==> src/rtl/dram_arb_pkg.sv <==
`default_nettype none
// ============================================================================
// Module   : dram_arb_pkg
// Purpose  : Shared types and constants for the DRAM read-address arbiter.
// Revision : 1.0 - initial release
// ============================================================================
package dram_arb_pkg;

  localparam int DEF_ADDR_W     = 24;
  localparam int DEF_PERIOD_W   = 14;
  localparam int DEFAULT_PERIOD = 2272;

  typedef enum logic [1:0] {
    IDLE     = 2'd0,
    SWEEP    = 2'd1,
    THROTTLE = 2'd2
  } arb_state_t;

  typedef struct packed {
    logic [1:0]              pad;
    logic [DEF_PERIOD_W-1:0] period;
    logic [DEF_ADDR_W-1:0]   addr;
  } fifo_word_t;

  localparam int DATA_W = $bits(fifo_word_t);

  // Saturating increment used by the optional statistics counters
  function automatic logic [31:0] sat_inc(input logic [31:0] v, input logic en);
    return (en && !(&v)) ? v + 32'd1 : v;
  endfunction

endpackage
`default_nettype wire

==> src/rtl/rr_priority_select.sv <==
`default_nettype none
// ============================================================================
// Module   : rr_priority_select
// Purpose  : Finds the lowest valid index at or above a base pointer and
//            reports whether nothing valid lies above that choice.
// Revision : 1.0 - initial release
// ============================================================================
module rr_priority_select #(
  parameter int N     = 8,
  parameter int PTR_W = 3
) (
  input  logic [N-1:0]     valid,
  input  logic [PTR_W-1:0] base,
  output logic [PTR_W-1:0] sel,
  output logic             found,
  output logic             last
);

  // Lowest qualifying index wins; last looks at everything above the winner
  always_comb begin
    sel   = '0;
    found = 1'b0;
    last  = 1'b1;
    for (int i = N - 1; i >= 0; i--) begin
      if (valid[i] && (i >= int'(base))) begin
        sel   = PTR_W'(i);
        found = 1'b1;
      end
    end
    for (int j = 0; j < N; j++) begin
      if (valid[j] && (j > int'(sel))) last = 1'b0;
    end
  end

endmodule
`default_nettype wire

==> src/rtl/dram_read_arbiter.sv <==
`default_nettype none
// ============================================================================
// Module   : dram_read_arbiter
// Purpose  : Handshake-driven sweep scheduler feeding DRAM read addresses from
//            the instrument voices into the CDC read-address FIFO.
//            Optional statistics counters: define DRAM_ARB_STATS_EN.
// Revision : 1.0 - initial release
// ============================================================================
module dram_read_arbiter
  import dram_arb_pkg::*;
#(
  parameter int INSTRUMENT_COUNT = 8,
  parameter int ADDR_W           = DEF_ADDR_W,
  parameter int PERIOD_W         = DEF_PERIOD_W
) (
  input  logic                                    clk,
  input  logic                                    rst_n,
  input  logic [INSTRUMENT_COUNT-1:0][ADDR_W-1:0] req_addr,
  input  logic [INSTRUMENT_COUNT-1:0]             req_valid,
  output logic [INSTRUMENT_COUNT-1:0]             req_ready,
  input  logic [PERIOD_W-1:0]                     sample_period,
  output logic                                    m_axis_tvalid,
  input  logic                                    m_axis_tready,
  output logic [DATA_W-1:0]                       m_axis_tdata,
  output logic                                    m_axis_tlast,
  input  logic                                    fifo_prog_full,
`ifdef DRAM_ARB_STATS_EN
  output logic [31:0]                             stat_grants,
  output logic [31:0]                             stat_throttle_cycles,
`endif
  output logic                                    sweep_active
);

  localparam int PTR_W = (INSTRUMENT_COUNT > 1) ? $clog2(INSTRUMENT_COUNT) : 1;

  arb_state_t          state_q, state_d, ret_q, ret_d;
  logic [PTR_W-1:0]    ptr_q, ptr_d, sel;
  logic [PERIOD_W-1:0] period_hold_q, period_hold_d, period_src;
  logic                tvalid_q, tvalid_d, tlast_q, tlast_d;
  fifo_word_t          tdata_q, tdata_d;
  logic                found, last, slot_free, can_grant, grant;

  rr_priority_select #(
    .N     (INSTRUMENT_COUNT),
    .PTR_W (PTR_W)
  ) u_sel (
    .valid (req_valid),
    .base  (ptr_q),
    .sel   (sel),
    .found (found),
    .last  (last)
  );

  assign slot_free = !tvalid_q || m_axis_tready;
  assign can_grant = slot_free && !fifo_prog_full;

  // State register
  always_ff @(posedge clk or negedge rst_n) begin
    if (!rst_n) begin
      state_q <= IDLE;
      ret_q   <= IDLE;
    end else begin
      state_q <= state_d;
      ret_q   <= ret_d;
    end
  end

  // Next-state: throttle remembers where to resume, a grant ends the sweep on last
  always_comb begin
    state_d = state_q;
    ret_d   = ret_q;
    unique case (state_q)
      IDLE, SWEEP: begin
        if (!found) begin
          state_d = IDLE;
        end else if (fifo_prog_full) begin
          state_d = THROTTLE;
          ret_d   = state_q;
        end else if (grant) begin
          state_d = last ? IDLE : SWEEP;
        end
      end
      THROTTLE: if (!fifo_prog_full) state_d = ret_q;
      default:  state_d = IDLE;
    endcase
  end

  // Outputs: one-hot grant and the beat that will be registered at the edge
  always_comb begin
    grant         = rst_n && (state_q != THROTTLE) && found && can_grant;
    req_ready     = '0;
    period_src    = (state_q == IDLE) ? sample_period : period_hold_q;
    ptr_d         = ptr_q;
    period_hold_d = period_hold_q;
    tvalid_d      = tvalid_q && !m_axis_tready;
    tlast_d       = tlast_q;
    tdata_d       = tdata_q;
    if (state_q == SWEEP && !found) ptr_d = '0;
    if (grant) begin
      req_ready[sel] = 1'b1;
      if (state_q == IDLE) period_hold_d = sample_period;
      tvalid_d       = 1'b1;
      tlast_d        = last;
      tdata_d.pad    = 2'b00;
      tdata_d.period = period_src;
      tdata_d.addr   = req_addr[sel];
      ptr_d          = last ? '0 : sel + 1'b1;
    end
  end

  // Datapath registers; reset drops any beat held for the FIFO
  always_ff @(posedge clk or negedge rst_n) begin
    if (!rst_n) begin
      ptr_q         <= '0;
      period_hold_q <= PERIOD_W'(DEFAULT_PERIOD);
      tvalid_q      <= 1'b0;
      tlast_q       <= 1'b0;
      tdata_q       <= '0;
    end else begin
      ptr_q         <= ptr_d;
      period_hold_q <= period_hold_d;
      tvalid_q      <= tvalid_d;
      tlast_q       <= tlast_d;
      tdata_q       <= tdata_d;
    end
  end

  assign m_axis_tvalid = tvalid_q;
  assign m_axis_tdata  = tdata_q;
  assign m_axis_tlast  = tlast_q;
  assign sweep_active  = (state_q != IDLE);

`ifdef DRAM_ARB_STATS_EN
  logic [31:0] stat_grants_q, stat_grants_d, stat_thr_q, stat_thr_d;

  // Saturating event counters
  always_comb begin
    stat_grants_d = sat_inc(stat_grants_q, grant);
    stat_thr_d    = sat_inc(stat_thr_q, state_q == THROTTLE);
  end

  // Counter registers
  always_ff @(posedge clk or negedge rst_n) begin
    if (!rst_n) begin
      stat_grants_q <= '0;
      stat_thr_q    <= '0;
    end else begin
      stat_grants_q <= stat_grants_d;
      stat_thr_q    <= stat_thr_d;
    end
  end

  assign stat_grants          = stat_grants_q;
  assign stat_throttle_cycles = stat_thr_q;
`endif

endmodule
`default_nettype wire

==> config.mk <==
export PLATFORM = sky130hd
export DESIGN_NAME = dram_read_arbiter
export DESIGN_NICKNAME = d
export VERILOG_FILES = /design/src/rtl/dram_arb_pkg.sv /design/src/rtl/rr_priority_select.sv /design/src/rtl/dram_read_arbiter.sv
export SDC_FILE = /design/constraint.sdc
export NUM_CORES = 1
export LEC_CHECK = 0
export ABC_CLOCK_PERIOD_IN_PS = 2700
export BUFFER_PORTS_ARGS = -buffer_cell sky130_fd_sc_hd__buf_4
export CORE_MARGIN = 2
export CORE_UTILIZATION = 39
export DETAILED_ROUTE_END_ITERATION = 7
export PLACE_DENSITY = 0.78
export SETUP_SLACK_MARGIN = 0.02
export SLEW_MARGIN = 20
export SYNTH_ARGS = -nofsm -noshare
export SYNTH_HDL_FRONTEND = slang
export SYNTH_SLANG_ARGS = --single-unit
export TNS_END_PERCENT = 10
==> constraint.sdc <==
create_clock -name clk -period 2.7 [get_ports clk]
set_input_delay 0.135 -clock clk [delete_from_list [all_inputs] [get_ports clk]]
set_output_delay 0.135 -clock clk [all_outputs]
set_load 0.02 [all_outputs]
After elaboration in Yosys (flattened, before gate mapping)

Cells that the tools add are included.
W data, S select, Z words.

Flip-flop bits (word level): 61
Bits in latches: 0
Memory bits (writable): 0
Bits in read-only memories: 0
Bits of input ports: 218
Output and inout port bits: 51
Logic and storage cells: 99
Memories kept: 0

Add/subtract/negate cells: 1
Multiply operators: 0
Div/mod/pow operators: 0
$lt $le $gt $ge: 16
Eq/ne operators: 4
Shift-type cells: 0
Mux-type cells: 39
Bitwise logic cells: 0
Reductions and logical operators: 31

Operators by type and width:

| kind                  | number |
|---|---|
| $bmux W24 S3          | 1 |
| $mux W3               | 11 |
| $mux W24              | 1 |
| $logic_and A1 B1 Y1   | 21 |
| $mux W1               | 18 |
| $mux W14              | 1 |
| $gt A3 B3 Y1 const A  | 4 |
| $ge A3 B3 Y1 const A  | 3 |
| $mux W2               | 4 |
| $mux W8               | 1 |
| $ge A1 B3 Y1 const A  | 2 |
| $ge A2 B3 Y1 const A  | 2 |
| $gt A2 B3 Y1 const A  | 2 |
| $logic_not A1 Y1      | 4 |
| $lt A3 B4 Y1 const B  | 1 |
| $ne A4 B4 Y1 const B  | 1 |
| $pmux W2 S2           | 1 |
| $reduce_bool A2 Y1    | 2 |
| $add A3 B1 Y3 const B | 1 |
| $demux W1 S3          | 1 |
| $ge A3 B1 Y1 const B  | 1 |
| $gt A1 B3 Y1 const A  | 1 |
| $eq A2 B1 Y1 const B  | 1 |
| $eq A2 B2 Y1 const B  | 1 |
| 5 further kinds       | 5 |

Depth between registers and ports, before layout

Word-level depth: 23
Depth in mapped cells: 14
Mapped depth without buffers: 12

By module

From an unflattened synthesis, not the netlist that was laid out.

Cell total of the unflattened synthesis: 336
Area, all modules: 3995.1 µm²

Modules (own cells, without submodules):

| module             | times used | cells each | area each (µm²) | sequential area each (µm²) |
|---|---|---|---|---|
| dram_read_arbiter  | 1          | 291        | 3704.8          | 1281.2 |
| rr_priority_select | 1          | 45         | 290.3           | 0.0 |

Worst setup path before layout

Ideal clock, no wire load.

Path kind: reg-to-reg
From: register ptr_q[0]
To: register state_q[0]
Data arrival time: 2.707 ns
Path slack: -0.142 ns
Stages on the path, launching flop included: 15
Path buffers: 4
Clock period less this slack: 2.842 ns
Path through: dfrtp_1 -> buf_2 -> a21boi_1 -> o21ba_2 -> buf_2 -> buf_2 -> clkbuf_1 -> o21a_1 -> ha_1 -> inv_1 -> a211oi_1 -> a31oi_1 -> and2_1 -> a211oi_1 -> a221oi_1

Cells in the longest elaborated chain, start to end: 23
Elaborated cells on any way between the ends: 57
Classes of those cells: order compare (14); eq/ne (1); mux (26); reduce/logical (16)

Ends and longest elaborated chain:

| item                   | line                     | text |
|---|---|---|
| from (decl)            | dram_read_arbiter.sv:37  | `logic [PTR_W-1:0] ptr_q, ptr_d, sel;` |
| from (signal assigned) | dram_read_arbiter.sv:120 | `ptr_q <= ptr_d;` |
| $ge A3 B3 Y1           | rr_priority_select.sv:25 | `if (valid[i] && (i >= int'(base))) begin` |
| $logic_and A1 B1 Y1    | rr_priority_select.sv:25 |  |
| $mux W3 (7 in series)  | rr_priority_select.sv:25 |  |
| $gt A1 B3 Y1           | rr_priority_select.sv:31 | `if (valid[j] && (j > int'(sel))) last = 1'b0;` |
| $logic_and A1 B1 Y1    | rr_priority_select.sv:31 |  |
| $mux W1 (7 in series)  | rr_priority_select.sv:31 |  |
| $mux W1                | dram_read_arbiter.sv:80  | `state_d = last ? IDLE : SWEEP;` |
| $mux W2                | dram_read_arbiter.sv:79  | `end else if (grant) begin` |
| $mux W2                | dram_read_arbiter.sv:76  | `end else if (fifo_prog_full) begin` |
| $mux W2                | dram_read_arbiter.sv:74  | `if (!found) begin` |
| $pmux W2 S2            | dram_read_arbiter.sv:72  | `unique case (state_q)` |
| to (signal assigned)   | dram_read_arbiter.sv:63  | `state_q <= state_d;` |
| to (decl)              | dram_read_arbiter.sv:36  | `arb_state_t state_q, state_d, ret_q, ret_d;` |

Several ways; a longest one is shown, not always the timed one. The select of a mux whose other input is x is not followed.
A chain may end at the register's enable or synchronous reset.

Worst setup path after layout

From: register ptr_q[1]
To: register tlast_q (netlist: m_axis_tlast)

Cells in the longest elaborated chain, start to end: 18
Elaborated cells on any way between the ends: 51
Classes of those cells: order compare (14); mux (21); reduce/logical (16)

Ends and longest elaborated chain:

| item                  | line                     | text |
|---|---|---|
| $ge A3 B3 Y1          | rr_priority_select.sv:25 |  |
| $logic_and A1 B1 Y1   | rr_priority_select.sv:25 |  |
| $mux W3 (7 in series) | rr_priority_select.sv:25 |  |
| $gt A1 B3 Y1          | rr_priority_select.sv:31 |  |
| $logic_and A1 B1 Y1   | rr_priority_select.sv:31 |  |
| $mux W1 (7 in series) | rr_priority_select.sv:31 |  |
| to (signal assigned)  | dram_read_arbiter.sv:123 | `tlast_q <= tlast_d;` |
| to (decl)             | dram_read_arbiter.sv:39  | `logic tvalid_q, tvalid_d, tlast_q, tlast_d;` |

Several ways; a longest one is shown, not always the timed one.

==> flow_metrics.env <==
export IMPL_min_from="fifo_prog_full"
export IMPL_dpl_hpwl_um=12400
export IMPL_hold_path_class="input pin to flip-flop"
export IMPL_clkPwrFrac=0.079
export IMPL_cts_made_buffers=5
export IMPL_antenna_found_initial=0
export IMPL_gp_congestion=0.910
export IMPL_fmax_mhz=377
export IMPL_ys_seq_area_frac=0.310
export IMPL_max_cap_violations=0
export IMPL_slew_violations=0
export IMPL_p_sw_frac=0.461
export IMPL_start_kind="flip-flop"
export IMPL_worstSetupPathType="flip-flop to flip-flop"
export IMPL_dr_pass1_iters=5
export IMPL_die_area_um2=11400
export IMPL_cp_slowest_cell="dfrtp_1"
export IMPL_r2r_start="ptr_q[1]$_DFFE_PN0P_"
export IMPL_power_internal_w=0.00316
export IMPL_synth_edf_count=0
export IMPL_grt_max_degree=52
export IMPL_fin_util=0.621
export IMPL_dp_cells=820
export IMPL_crit_chain="buf_4 -> nand3_1 -> a21boi_0 -> o221ai_2 -> nand2_2 -> inv_2 -> ha_1 -> inv_1 -> a21oi_1 -> a31oi_1 -> a21oi_1 -> o211a_1 -> mux2_2"
export IMPL_min_period_ns=2.65
export IMPL_grt_pass1_wl_um=24400
export IMPL_period_share=0.982
export IMPL_ys_warn_count=0
export IMPL_worst_hold_path_endpoint="state_q[0]$_DFFE_PN0P_"
export IMPL_ys_ff_latch=51
export IMPL_crit_arrival_ns=2.85
export IMPL_critPathMaxStageDelay_ns=0.40
export IMPL_cts_root_buf="clkbuf_8"
export IMPL_status="completed"
export IMPL_ir_drop_uv=481
export IMPL_core_area_um2=10300
export IMPL_grt_setup_unrepaired="true"
export IMPL_crit_top_cell="a21oi_1"
export IMPL_grt_pass1_vias=4770
export IMPL_clk_pin_slew_worst_paths_ns=0.10
export IMPL_drc=0
export IMPL_fin_cells=834
export IMPL_worstReg2RegEnd="m_axis_tlast$_DFFE_PN0P_"
export IMPL_synthToLayoutAreaGrowth_pct=55.2
export IMPL_synth_async_sr_flop_share=1.00
export IMPL_worst_slew_pin_slew_ns=0.669
export IMPL_placed_cell_area_um2=6230
export IMPL_synthCells=446
export IMPL_stdcell_area_um2=6410
export IMPL_reg2reg_slack_ns=0.05
export IMPL_via_per_inst=5.72
export IMPL_tritoncts="yes"
export IMPL_path_delay_family="compound AO/OA/AOI/OAI gates"
export IMPL_fp_dieH_um=107
export IMPL_htreeDepth=2
export IMPL_combPwrFrac=0.688
export IMPL_cp_max_fo=10
export IMPL_gr_total_overflow=0
export IMPL_clk_path_buf_depth=2
export IMPL_routed_via_count=4771
export IMPL_final_cell_mix="buf_4 (288), a22o_1 (56), dfrtp_1 (45), mux2i_1 (37), nand2_1 (34)"
export IMPL_seq_power_share=0.233
export IMPL_wirelength_um=16000
export IMPL_netlist_area_um2=4130
export IMPL_port_buffers=266
export IMPL_ys_types=57
export IMPL_syn_avg_cell_area_um2=9.27
export IMPL_crit_buf_inv=3
export IMPL_mostFrequentLayoutCell="buf_4"
export IMPL_clock_sinks=51
export IMPL_grt_usage=0.269
export IMPL_clock_latency_ns=0.31
export IMPL_power_leakage_nw=3.22
export IMPL_drt_initial_drc_count=370
export IMPL_r2r_cells=13
export IMPL_clock_skew_ns=0.00724
export IMPL_final_setup_viol_count=0
export IMPL_drive_above_1_share=0.481
export IMPL_finalNetCount=919
export IMPL_ios=269
export IMPL_start_util=0.400
export IMPL_fin_setup_tns_ns=0
export IMPL_die_w_um=107
export IMPL_relSlewSlack=0.554
export IMPL_required_ns=2.90
export IMPL_wl_per_cell_um=19.2
export IMPL_timing_hold_violations_final=0
export IMPL_hold_path_cell_count=2
export IMPL_p_sw_w=0.00270
export IMPL_critPathCaptureType="flip-flop"
export IMPL_rows=37
export IMPL_fill_cells=863
export IMPL_antennaDiodeCount=0
export IMPL_synth_main_ff_cell="dfrtp_1"
export IMPL_drtAntennaViolNets=0
export IMPL_power_density_nw_per_um2=913
## metrics by stage
step           worst slack [ns]  hold slack, ns  total power, W
2_1_floorplan            0.0512          -0.161         0.00398
3_3_place_gp             0.0760           0.304         0.00522
3_5_place_dp            0.00661           0.312         0.00529
4_1_cts                  0.0858        0.000640         0.00579
6_report                 0.0490         0.00455         0.00586
5_1_grt                 -0.0978         0.00160         0.00624
## final cells by class
cell class              instances  area, um2  area share
clock buffers                   6       72.6      0.0113
clock inverters                 2       17.5     0.00273
inverters                      11       41.3     0.00644
multi-input cells             336       2610       0.406
flip-flops and latches         51       1280       0.200
well taps                     136        170      0.0265
repair buffers                292       2220       0.347
## power by group through the flow
stage                     clock (W)  sequential (W)  combinational [W]
after detailed placement          0         0.00135            0.00393
after global routing       0.000507         0.00141            0.00433
final                      0.000461         0.00136            0.00403
after global placement            0         0.00134            0.00388
after CTS                  0.000476         0.00135            0.00396
after floorplan                   0         0.00153            0.00245
## repair_timing
item | in CTS | in global routing
hold buffers | 1 | 0
setup buffers | 0 | 5
gates resized for setup | 6 | 6
hold endpoints to repair | 47 | 0
setup endpoints to repair | 9 | 9
pin swaps | 0 | 4
## kinds of logic (layout without fill, tap and decap cells)
logic type,Yosys count,in the layout,share of synthesized area
compound gates,172,172,0.324
fa+ha+maj,4,4,0.0121
other cells,1,2,0.000907
flops,51,51,0.310
simple gates,103,103,0.130
buf+inv,60,311,0.0757
mux,55,55,0.148
## flip-flops by register name, indices dropped and copies added (netlist names)
name           flops
m_axis_tdata      28
m_axis_tlast       1
m_axis_tvalid      1
period_hold_q     14
ptr_q              3
ret_q              2
state_q            2
## per-layer routing
metal | part of all wire | global-route usage | up-vias | routed length, um
met5 | 0 | 0 | - | 0
met4 | 0.022 | 0.0742 | 0 | 353
met3 | 0.075 | 0.0596 | 34 | 1190
met2 | 0.48 | 0.444 | 236 | 7740
met1 | 0.42 | 0.354 | 2276 | 6720
li1 | - | - | 2225 | -
## Yosys cell counts, types with 4 or more instances
cell type / count / share of area
a222oi_1: 4 / 0.0097
a22o_1: 56 / 0.12
mux2_1: 4 / 0.011
o21ai_0: 8 / 0.0097
o2bb2ai_1: 17 / 0.036
buf_2: 16 / 0.019
clkbuf_1: 14 / 0.013
nor2_1: 18 / 0.016
mux2i_1: 37 / 0.090
nand2_1: 34 / 0.031
dfstp_2: 4 / 0.025
and3_1: 19 / 0.029
buf_4: 16 / 0.029
dfrtp_1: 47 / 0.28
a21oi_1: 33 / 0.040
nor2b_1: 4 / 0.0061
nand3_1: 10 / 0.012
ha_1: 4 / 0.012
inv_1: 10 / 0.0091
mux2_2: 4 / 0.011
mux2_4: 10 / 0.036
o221ai_1: 23 / 0.049
## worst max-delay path by stage
stage / start / end / cells after the start
after floorplan: ptr_q[0]$_DFFE_PN0P_ / state_q[0]$_DFFE_PN0P_ / 14
after global placement: ptr_q[0]$_DFFE_PN0P_ / state_q[0]$_DFFE_PN0P_ / 12
after detailed placement: ptr_q[0]$_DFFE_PN0P_ / state_q[0]$_DFFE_PN0P_ / 12
after CTS: ptr_q[0]$_DFFE_PN0P_ / req_ready[2] / 10
after global routing: ptr_q[1]$_DFFE_PN0P_ / m_axis_tlast$_DFFE_PN0P_ / 13
final: ptr_q[1]$_DFFE_PN0P_ / m_axis_tlast$_DFFE_PN0P_ / 13
Note: power is estimated with default switching activity, not from simulation.
